==> src/rtl/uart_pkg.sv <==
// Shared constants for the UART transmit path: FSM state encoding and the
// ASCII control bytes used by optional CR/LF expansion.
package uart_pkg;

  localparam logic [1:0] ST_IDLE       = 2'd0;
  localparam logic [1:0] ST_SEND       = 2'd1;
  localparam logic [1:0] ST_WAIT_BUSY  = 2'd2;
  localparam logic [1:0] ST_WAIT_READY = 2'd3;

  localparam logic [7:0] ASCII_CR = 8'h0D;
  localparam logic [7:0] ASCII_LF = 8'h0A;

  typedef logic [7:0] byte_t;

endpackage

==> src/rtl/byte_fifo.sv <==
// Circular byte FIFO, DEPTH entries (power of two, >= 2). A push into a full
// FIFO is accepted only when a pop happens on the same edge.
module byte_fifo
  import uart_pkg::*;
#(
  parameter int DEPTH = 16
) (
  input  logic                     clock,
  input  logic                     reset,
  input  logic                     push,
  input  byte_t                    push_data,
  input  logic                     pop,
  output byte_t                    data,
  output logic                     full,
  output logic                     empty,
  output logic [$clog2(DEPTH):0]   count
);

  localparam int AW = $clog2(DEPTH);
  localparam logic [AW:0] FULL_CNT = (AW + 1)'(DEPTH);

  byte_t         mem [DEPTH];
  logic [AW-1:0] rd_ptr;
  logic [AW-1:0] wr_ptr;
  logic [AW:0]   count_q;
  logic          do_pop;
  logic          do_push;

  assign do_pop  = pop & ~empty;
  assign do_push = push & (~full | do_pop);

  // Pointers wrap for free because DEPTH is a power of two.
  always_ff @(posedge clock) begin
    if (reset) begin
      rd_ptr  <= '0;
      wr_ptr  <= '0;
      count_q <= '0;
    end else begin
      if (do_push) wr_ptr <= wr_ptr + 1'b1;
      if (do_pop)  rd_ptr <= rd_ptr + 1'b1;
      case ({do_push, do_pop})
        2'b10:   count_q <= count_q + 1'b1;
        2'b01:   count_q <= count_q - 1'b1;
        default: count_q <= count_q;
      endcase
    end
  end

  always_ff @(posedge clock) begin
    if (do_push) mem[wr_ptr] <= push_data;
  end

  assign data  = mem[rd_ptr];
  assign full  = (count_q == FULL_CNT);
  assign empty = (count_q == '0);
  assign count = count_q;

endmodule

==> src/rtl/uart_tx_buffer.sv <==
// Byte buffer feeding a UART transmitter through a trigger/tx_ready handshake.
// Define UART_TX_BUFFER_CRLF_EN to expand each LF into CR followed by LF.
//
// state         | meaning
// IDLE          | waiting for data and an idle transmitter; pops head byte
// SEND          | one-cycle trigger with write_data valid
// WAIT_BUSY     | waiting for the transmitter to report busy
// WAIT_READY    | waiting for the transmitter to return idle
module uart_tx_buffer
  import uart_pkg::*;
#(
  parameter int DEPTH = 16
) (
  input  logic                     clock,
  input  logic                     reset,
  input  logic                     push,
  input  logic [7:0]               push_data,
  input  logic                     clear_overflow,
  output logic                     full,
  output logic                     empty,
  output logic [$clog2(DEPTH):0]   count,
  output logic                     overflow,
  output logic                     trigger,
  output logic [7:0]               write_data,
  input  logic                     tx_ready
);

  logic [1:0] state;
  logic [1:0] state_nxt;
  logic       pop;
  logic       load;
  byte_t      load_data;
  byte_t      head;
  logic       drop;

  byte_fifo #(.DEPTH(DEPTH)) u_fifo (
    .clock     (clock),
    .reset     (reset),
    .push      (push),
    .push_data (push_data),
    .pop       (pop),
    .data      (head),
    .full      (full),
    .empty     (empty),
    .count     (count)
  );

`ifdef UART_TX_BUFFER_CRLF_EN
  logic send_cr;
  logic cr_sent;

  // An LF stays at the head of the FIFO while its CR is on the wire.
  always_ff @(posedge clock) begin
    if (reset)        cr_sent <= 1'b0;
    else if (send_cr) cr_sent <= 1'b1;
    else if (pop)     cr_sent <= 1'b0;
  end
`endif

  always_comb begin
    state_nxt = state;
    pop       = 1'b0;
    load      = 1'b0;
    load_data = head;
`ifdef UART_TX_BUFFER_CRLF_EN
    send_cr   = 1'b0;
`endif
    case (state)
      ST_IDLE: begin
        if (!empty && tx_ready) begin
          load      = 1'b1;
          state_nxt = ST_SEND;
`ifdef UART_TX_BUFFER_CRLF_EN
          if (head == ASCII_LF && !cr_sent) begin
            load_data = ASCII_CR;
            send_cr   = 1'b1;
          end else begin
            pop = 1'b1;
          end
`else
          pop = 1'b1;
`endif
        end
      end
      ST_SEND:       state_nxt = ST_WAIT_BUSY;
      ST_WAIT_BUSY:  if (!tx_ready) state_nxt = ST_WAIT_READY;
      ST_WAIT_READY: if (tx_ready) state_nxt = ST_IDLE;
      default:       state_nxt = ST_IDLE;
    endcase
  end

  always_ff @(posedge clock) begin
    if (reset) begin
      state      <= ST_IDLE;
      write_data <= 8'h00;
    end else begin
      state <= state_nxt;
      if (load) write_data <= load_data;
    end
  end

  // A dropping push wins over a simultaneous clear.
  assign drop = push & full & ~pop;

  always_ff @(posedge clock) begin
    if (reset)               overflow <= 1'b0;
    else if (drop)           overflow <= 1'b1;
    else if (clear_overflow) overflow <= 1'b0;
  end

  assign trigger = (state == ST_SEND);

endmodule

==> config.mk <==
export PLATFORM = sky130hd
export DESIGN_NAME = uart_tx_buffer
export DESIGN_NICKNAME = d
export VERILOG_FILES = /design/src/rtl/uart_pkg.sv /design/src/rtl/byte_fifo.sv /design/src/rtl/uart_tx_buffer.sv
export SDC_FILE = /design/constraint.sdc
export NUM_CORES = 1
export LEC_CHECK = 0
export ABC_AREA = 1
export CAP_MARGIN = 25
export CORE_AREA = 5 5 97 189
export DETAILED_ROUTE_END_ITERATION = 8
export DIE_AREA = 0 0 102 194
export PLACE_DENSITY = 0.64
export SKIP_CTS_REPAIR_TIMING = 1
export SLEW_MARGIN = 20
export SYNTH_ARGS = -nofsm -noshare
export SYNTH_HDL_FRONTEND = slang
export SYNTH_SLANG_ARGS = --single-unit
==> constraint.sdc <==
create_clock -name clock -period 3 [get_ports clock]
set_clock_uncertainty 0.15 [all_clocks]
set_input_delay 0.6 -clock clock [delete_from_list [all_inputs] [get_ports clock]]
set_output_delay 0.6 -clock clock [all_outputs]
set_load 0.02 [all_outputs]
Word-level counts from Yosys, hierarchy flattened. Memory sizes are Yosys's and may differ from the RTL's. A register that Yosys moved wholly into a read port is not among the register bits. Index checks and enable logic that the tools add are counted. Widths: inputs -> output; s select.

Output and inout port bits: 17. RAM bits: 128. Memories kept: 1. Flip-flop bits (word level): 16. Input bits: 13. Logic and storage cells: 45.

Bitwise logic cells: 8. Muxes and demuxes: 11. Reductions and logical operators: 7. Add/subtract/negate cells: 4. Equality and inequality tests: 9.

Memories: u_fifo.mem (words 16, width 8, read ports 1, clocked after Yosys merged registers in 1, write ports 1, line byte_fifo.sv:22) `byte_t mem [DEPTH];`.

Operators with widths (count): $pmux 5 s2 (1); $add 4x1->4 const B (2); $pmux 2 s4 (1); $eq 2x2->1 const B (3); $mux 1 (6); $mux 2 (3); $ne 2x2->1 const B (3); $add 5x1->5 const B (1); $eq 5x5->1 const B (1); $logic_not 5->1 (1); $sub 5x1->5 const B (1); $and 1x1->1 (4); $eq 2x1->1 const B (2); $reduce_bool 2->1 (2); $not 1->1 (3); $reduce_and 3->1 (1); $logic_not 2->1 (1); $logic_and 1x1->1 (1); $logic_not 1->1 (1); $or 1x1->1 (1).

Longest topological paths before layout. Gate-level depths: netlist of the first run.

Word-level depth: 10. Depth in mapped cells: 16. Gate-level depth less buffers: 16.

Hierarchy. From an unflattened synthesis of the first run, not the netlist that was laid out.

Cell total of the unflattened synthesis: 607. Area, all modules: 6720.2 um^2.

By module, submodules not included: byte_fifo (seq. area each 4184.0 um^2, cells an instance 541, area an instance 6217.2 um^2, instances 1); uart_tx_buffer (seq. area each 220.2 um^2, cells an instance 66, area an instance 503.0 um^2, instances 1).

Worst setup path before layout of the first run. OpenSTA, ideal clock, no wires.

Path type: reg-to-reg. Start point: register state[0]. End point: register u_fifo.count_q[4] (netlist: u_fifo.count[4]). Clock period less this slack: 2.414 ns. Data required time: 2.780 ns. Buffers on the path: 0. Library setup time: 0.070 ns. Cell stages (with the launch flop): 17. Setup slack: 0.586 ns. Arrival: 2.194 ns. Cells stage by stage: dfxtp_1 > inv_1 > ha_1 > inv_1 > o211ai_2 > nand2_1 > ha_1 > xor2_1 > ha_1 > inv_1 > nand2_1 > nand3_1 > nand2_1 > nand2_1 > nand2_1 > nand2_1 > a21oi_1.

Longest elaborated chain between the ends: 7. Elaborated cells on any way between the ends: 9. Those cells by class: 2 x eq/ne; 2 x mux; 3 x bitwise; 2 x reduce/logical.

Ends and longest elaborated chain: start, declared (line uart_tx_buffer.sv:28) `logic [1:0] state;`; start signal, assigned (line uart_tx_buffer.sv:97) `state <= state_nxt;`; $logic_not 2->1 * (line uart_tx_buffer.sv:68) `case (state)`; $mux 1 * (line uart_tx_buffer.sv:68); $and 1x1->1 * (line byte_fifo.sv:29) `assign do_pop = pop & ~empty;`; $or 1x1->1 (line byte_fifo.sv:30) `assign do_push = push & (~full | do_pop);`; $and 1x1->1 (line byte_fifo.sv:30); $eq 2x1->1 or $eq 2x2->1 (tied branches) (line byte_fifo.sv:41) `case ({do_push, do_pop})`; $pmux 5 s2 or $reduce_bool 2->1 (tied branches); end signal, assigned (line byte_fifo.sv:42) `2'b10: count_q <= count_q + 1'b1;`; end signal, assigned (line byte_fifo.sv:43) `2'b01: count_q <= count_q - 1'b1;`; end signal, assigned (line byte_fifo.sv:44) `default: count_q <= count_q;`; end, declared (line byte_fifo.sv:25) `logic [AW:0] count_q;`.

Every way passes the cells marked *; elsewhere a longest branch is shown, timed or not. A chain may end at the register's enable or synchronous reset.

Final worst setup path of the first run.
Start point: register u_fifo.count_q[1] (netlist: u_fifo.count[1]). End point: output port full.

Longest elaborated chain between the ends: 1.

Ends and longest elaborated chain: $eq 5x5->1 (line byte_fifo.sv:54) `assign full = (count_q == FULL_CNT);`; end, declared (line uart_tx_buffer.sv:19) `output logic full,`.

Every way passes these cells.

==> results.ini, run 1 <==
[setup_path]
worstSetupPathType=flop to output pin
crit_path_start_kind=flop
rrSetupSlack_ns=0.37
r2r-start=state[0]
cp.arrival_ns=1.90
reg2reg_to=u_fifo.count[4]
required_ns=2.25
crit_start=u_fifo.count[1]
end_kind=output pin
crit_end=full
critPathMaxFanout=4
rr_worst_depth=16

[route]
routed-via-count=4807
highest_layer=met4
postRouteAntennaNets=0
wl_met2_mm=9.47
drt_iter0_drc=314
met3_length_um=517
drc=0
met1Wirelength_mm=5.70
vias_per_cell=4.94
drt_wl_total_mm=16.3
firstDrtPassIters=5
routedWlPerCell_um=16.7

[run]
maxCapViolations=0

[die]
rows=67
die_w_um=102
die_area_mm2=0.0198
die_h_um=194
start_util_pct=41.0
io_pins=30
coreArea_mm2=0.0167

[sta]
fin_setup_tns_ns=0
period_share_pct=88.3
max_freq_ghz=0.378
slew_violations=0
setup_viol=0
slew_headroom_pct=46.6
hold_violations=0
tightest_slew_ns=0.801
finalWorstSetupSlack_ns=0.352
rsz0062_at_grt=false
period_needed_ns=2.65

[worst_hold_path]
hold_class=flop to flop

[clock_tree]
clockBufferDepth=2
insertion_delay_ns=0.42
cts.htree.levels=4
path_clk_slew_ns=0.06
cts_buffers=17
cts_tree=yes
clkSinkCount=152
clockRootBuffer=clkbuf_16

[synth]
synth-seq-cells=152
synth_area_mm2=0.00684
synthesis.instances=700
syn-num-nets=727
synth_cell_types=28
yosys_warnings=0
avgSynthCellArea_um2=9.77
ys_seq_area_share_pct=63.2

[grt]
grt_start_max_net_pins=49
grt_pass1_wl_mm=25.5
grt_use_total_pct=17.3
grt_pass1_vias=4784
antenna_found_initial=0
overflow=0

[power_and_ir_drop]
ir_drop_uv=779
p_leak_nw=3.44
p_per_area_mw_per_mm2=825

[finish]
drive_above_1_share_pct=9.91
fin_nets=781
area_delta_synth_final_pct=17.5
fill_cells=1510
antenna_cells=0

[status]
status=finished, final reports clean

[place]
pre_cts_ws_ns=0.0626
portBuffers=29
dp_hpwl_mm=11.2
gp_congestion=0.829

[routing by layer]
metal  up-vias  GRT usage [%]
met5         -              0
met2       112           32.6
met3        26           2.92
met4         0           8.22
li1       2378              -
met1      2291           17.7
[state kept, by name, indices dropped and copies added, names as in the netlist]
name,cells
u_fifo.wr_ptr,4
state,2
u_fifo.rd_ptr,4
u_fifo.count,5
overflow,1
write_data,8
u_fifo.mem,128
[worst min path at each step]
stage | start | end | depth (start not counted)
finish | overflow | overflow | 2
floorplan | u_fifo.wr_ptr[3] | u_fifo.wr_ptr[3] | 2
global route | overflow | overflow | 2
detailed placement | overflow | overflow | 2
CTS | overflow | overflow | 2
global placement | overflow | overflow | 2
[layout by cell type, fill, tap and decap left out]
master and instances:
o21a_1 8, a21oi_2 1, xnor2_1 1, nand3_1 99, edfxtp_1 128, clkinv_2 2
inv_2 3, nor3_1 2, nor2_8 1, clkinvlp_4 3, dfxtp_1 23, nand2_2 2
buf_12 1, clkinv_1 1, nor2_1 23, o21bai_1 1, clkbuf_16 17, inv_1 97
nand2_1 236, dfxtp_2 1, clkbuf_1 1, o21ai_0 7, clkinv_4 2, nand4_2 1
o211ai_2 1, a21oi_1 12, buf_4 34, inv_8 1, ha_1 14, clkdlybuf4s50_1 29
xor2_1 6, nand3b_1 1, mux2i_1 1, a21boi_0 1, inv_6 6
[final cells by class]
class                      count  area [µm²]  share of cell area, %
clock inverter                14         114                   1.42
timing repair buffer          64         566                   7.03
tap                          207         259                   3.22
sequential                   152        4330                   53.8
multi-input combinational    418        1970                   24.5
inverter                     101         379                   4.72
clock buffer                  18         429                   5.34
[report_power, final]
part	internal, W	switching, W	total (W)
Combinational	0.000729	0.00141	0.00213
Sequential	0.00243	0.000104	0.00254
Clock	0.00108	0.000887	0.00196
[cell usage after synthesis (all sizes together)]
cell | number | share of area (%)
nand2 | 238 | 13
edfxtp | 128 | 56
inv | 100 | 5.5
nand3 | 99 | 7.2
buf | 25 | 2.3
dfxtp | 24 | 7.0
nor2 | 24 | 1.6
ha | 14 | 2.6
a21oi | 13 | 1.0
o21a | 8 | 0.88
o21ai | 7 | 0.51
xor2 | 6 | 0.77
clkbuf | 4 | 0.22
nor3 | 2 | 0.15
a21boi | 1 | 0.11
clkinv | 1 | 0.055
mux2i | 1 | 0.15
nand3b | 1 | 0.11
nand4 | 1 | 0.18
o211ai | 1 | 0.18
o21bai | 1 | 0.11
xnor2 | 1 | 0.13
[through the flow]
stage | instances | total power (W) | hold slack (ns) | cell area, µm² | util (%)
after floorplan | 700 | 0.00403 | 0.317 | 6840 | -
after global placement | 942 | 0.00473 | 0.308 | 7500 | 44.9
after detailed placement | 942 | 0.00474 | 0.312 | 7500 | 44.9
after CTS | 974 | 0.00669 | 0.323 | 8040 | 48.2
after global routing | 974 | 0.00703 | 0.356 | 8040 | 48.2
final | 974 | 0.00663 | 0.317 | 8040 | 48.2
[worst max-delay path, stage by stage, from the launching register on]
cell and delay (ns):
dfxtp_1 0.35, inv_1 0.14, nand2_1 0.09, nor3_1 0.25
clkdlybuf4s50_1 0.66
[kinds of logic (layout without fill, tap and decap cells)]
| logic type | Yosys count | after routing | share of synthesized area (%) |
|---|---|---|---|
| buffers and inverters | 130 | 197 | 8.03 |
| adders and majority gates | 14 | 14 | 2.56 |
| AOI/OAI and AO/OA | 31 | 31 | 2.80 |
| and+or+nand+nor | 365 | 365 | 22.4 |
| DFF | 152 | 152 | 63.2 |
| xor gates and xnor gates | 7 | 7 | 0.896 |
| muxes | 1 | 1 | 0.146 |
No activity file was read; power rests on OpenSTA's default activity.
==> inputs of run 2 (changes only) <==
GPL_ROUTABILITY_DRIVEN = 0   (was unset)
==> run 2 against run 1 <==
Against the previous run:
- first-iteration DRC count is 13% lower
- via count is 1.7% lower
- register-to-register slack better by 0.05 ns
- global-route usage is 0.29 points lower
- count of clock-buffer cells in the layout is 1 lower
- critical path depth stayed put
- flip-flop and latch count stayed put
- cell count is 0.21% lower
- sequential share of layout area is 0.23 points lower
- largest cell class unchanged
==> results.ini, run 2 (synthesis gave the netlist of run 1 again) <==
[clock_tree]
cts_tree=yes  ; unchanged
cts.htree.levels=4  ; unchanged
path_clk_slew_ns=0.06  ; about the same
cts_buffers=17  ; unchanged
clockBufferDepth=2  ; unchanged
clkSinkCount=152  ; unchanged
insertion_delay_ns=0.42  ; about the same
clockRootBuffer=clkbuf_16  ; unchanged

[setup_path]
worstSetupPathType=flop to output pin  ; unchanged
crit_slowest_cell=clkdlybuf4s50_1  ; unchanged
critPathMaxFanout=5  ; was 4
cpPeakStageDelay_ns=0.65  ; was 0.66 ns
crit_chain=inv_1 -> nand2_1 -> nor3_1 -> clkdlybuf4s50_1  ; unchanged
cp.arrival_ns=1.92  ; was 1.90 ns
end_kind=output pin  ; unchanged
required_ns=2.25  ; about the same
crit_path_start_kind=flop  ; unchanged

[finish]
layout_common_cells=nand2_1 (236), edfxtp_1 (128), nand3_1 (99)  ; unchanged
top_register=u_fifo.mem  ; unchanged
antenna_cells=0  ; unchanged
final_common_cell=nand2_1  ; unchanged
area_delta_synth_final_pct=18.0  ; was 17.5%
layout.cells.non_filler=972  ; was 974
drive_above_1_share_pct=9.67  ; was 9.91%
fin_nets=779  ; was 781
stdcell_area_mm2=0.00807  ; was 0.00804 mm²
largest_reg_flops=128  ; unchanged

[die]
io_pins=30  ; unchanged
rows=67  ; unchanged
die_area_mm2=0.0198  ; unchanged
die_h_um=194  ; unchanged
start_util_pct=41.0  ; unchanged
die_w_um=102  ; unchanged
coreArea_mm2=0.0167  ; unchanged

[route]
drt_wl_total_mm=15.9  ; was 16.3 mm
routedWlPerCell_um=16.3  ; was 16.7 µm
firstDrtPassIters=4  ; was 5
postRouteAntennaNets=0  ; unchanged
drc=0  ; unchanged
drt_iter0_drc=273  ; was 314
vias_per_cell=4.86  ; was 4.94
routed-via-count=4727  ; was 4,807

[sta]
slew_headroom_pct=50.7  ; was 46.6%
period_needed_ns=2.67  ; was 2.65 ns
max_freq_ghz=0.375  ; was 0.378 GHz
setup_viol=0  ; unchanged
hold_violations=0  ; unchanged
hold_ws_ns=0.330  ; was 0.317 ns
slew_violations=0  ; unchanged
fin_setup_tns_ns=0  ; unchanged
period_share_pct=89.0  ; was 88.3%
rsz0062_at_grt=false  ; unchanged
tightest_slew_ns=0.740  ; was 0.801 ns

[status]
status=finished, final reports clean  ; unchanged

[grt]
grt_use_total_pct=17.0  ; was 17.3%
overflow=0  ; unchanged
antenna_found_initial=0  ; unchanged
grt_pass1_wl_mm=25.1  ; was 25.5 mm
grt_pass1_vias=4825  ; was 4,784
grt_start_max_net_pins=67  ; was 49

[place]
place_area_mm2=0.00748  ; was 0.00750 mm²
dp_hpwl_mm=10.9  ; was 11.2 mm
portBuffers=29  ; unchanged
dp.cells=940  ; was 942

[power_and_ir_drop]
p_per_area_mw_per_mm2=840  ; was 825 mW/mm²
ir_drop_uv=682  ; was 779 µV
p_leak_nw=3.45  ; was 3.44 nW

[run]
maxCapViolations=0  ; unchanged

[worst_hold_path]
hold_class=flop to flop  ; unchanged

==> run 2: cell count changes in the layout (fill, tap and decap cells not counted) <==
| cell | before | now |
|---|---|---|
| bufinv_16 | 0 | 2 |
| clkbuf_1 | 1 | 0 |
| clkinv_1 | 1 | 2 |
| buf_4 | 34 | 32 |
| inv_8 | 1 | 2 |
| clkinv_4 | 2 | 0 |
| clkinv_2 | 2 | 1 |
==> run 2: layout make-up <==
type,instances,area (µm²)
inverters,101,379
clock buffers,17,425
multi-input cells,418,1970
flip-flops and latches,152,4330
clock inverters,15,166
repair buffers,62,551
fillers,1491,8610
well taps,207,259
==> run 2: per-stage QoR <==
| stage | total power [W] | setup slack [ns] | utilization (%) |
|---|---|---|---|
| final | 0.00678 | 0.331 | 48.4 |
| after global routing | 0.00717 | 0.204 | 48.4 |
| after CTS | 0.00685 | 0.311 | 48.4 |
| after detailed placement | 0.00472 | 0.123 | 44.9 |
| after global placement | 0.00471 | 0.151 | 44.9 |
| after floorplan | 0.00403 | 0.586 | - |
==> run 2: worst paths after layout <==
kind,start,endpoint,slack [ns],depth (start not counted)
setup / recovery,u_fifo.count[0],full,0.33,4
hold / removal,overflow,overflow,0.33,2
setup reg to reg,state[0],u_fifo.count[4],0.42,16
hold reg to reg,overflow,overflow,0.33,2
==> run 2: critical path, delay by kind of cell (launching register included) <==
kind	cells	cell delay [ns]
buffers and inverters	2	0.77
DFF	1	0.37
and+or+nand+nor	2	0.35
==> run 2: per-layer routing <==
metal | wire [µm] | share of wire (%) | vias up | global-route usage (%)
met4 | 632 | 4.0 | 0 | 9.39
met1 | 5520 | 35 | 2240 | 16.6
met2 | 9180 | 58 | 90 | 31.7
met3 | 524 | 3.3 | 31 | 3.60
li1 | - | - | 2366 | -
met5 | 0 | 0 | - | 0
==> run 2: where the power goes <==
group	leakage, nW	switching [W]	internal (W)	total (W)
sequential	1.35	0.000103	0.00243	0.00254
combinational	1.82	0.00139	0.000727	0.00211
clock	0.283	0.000884	0.00125	0.00213
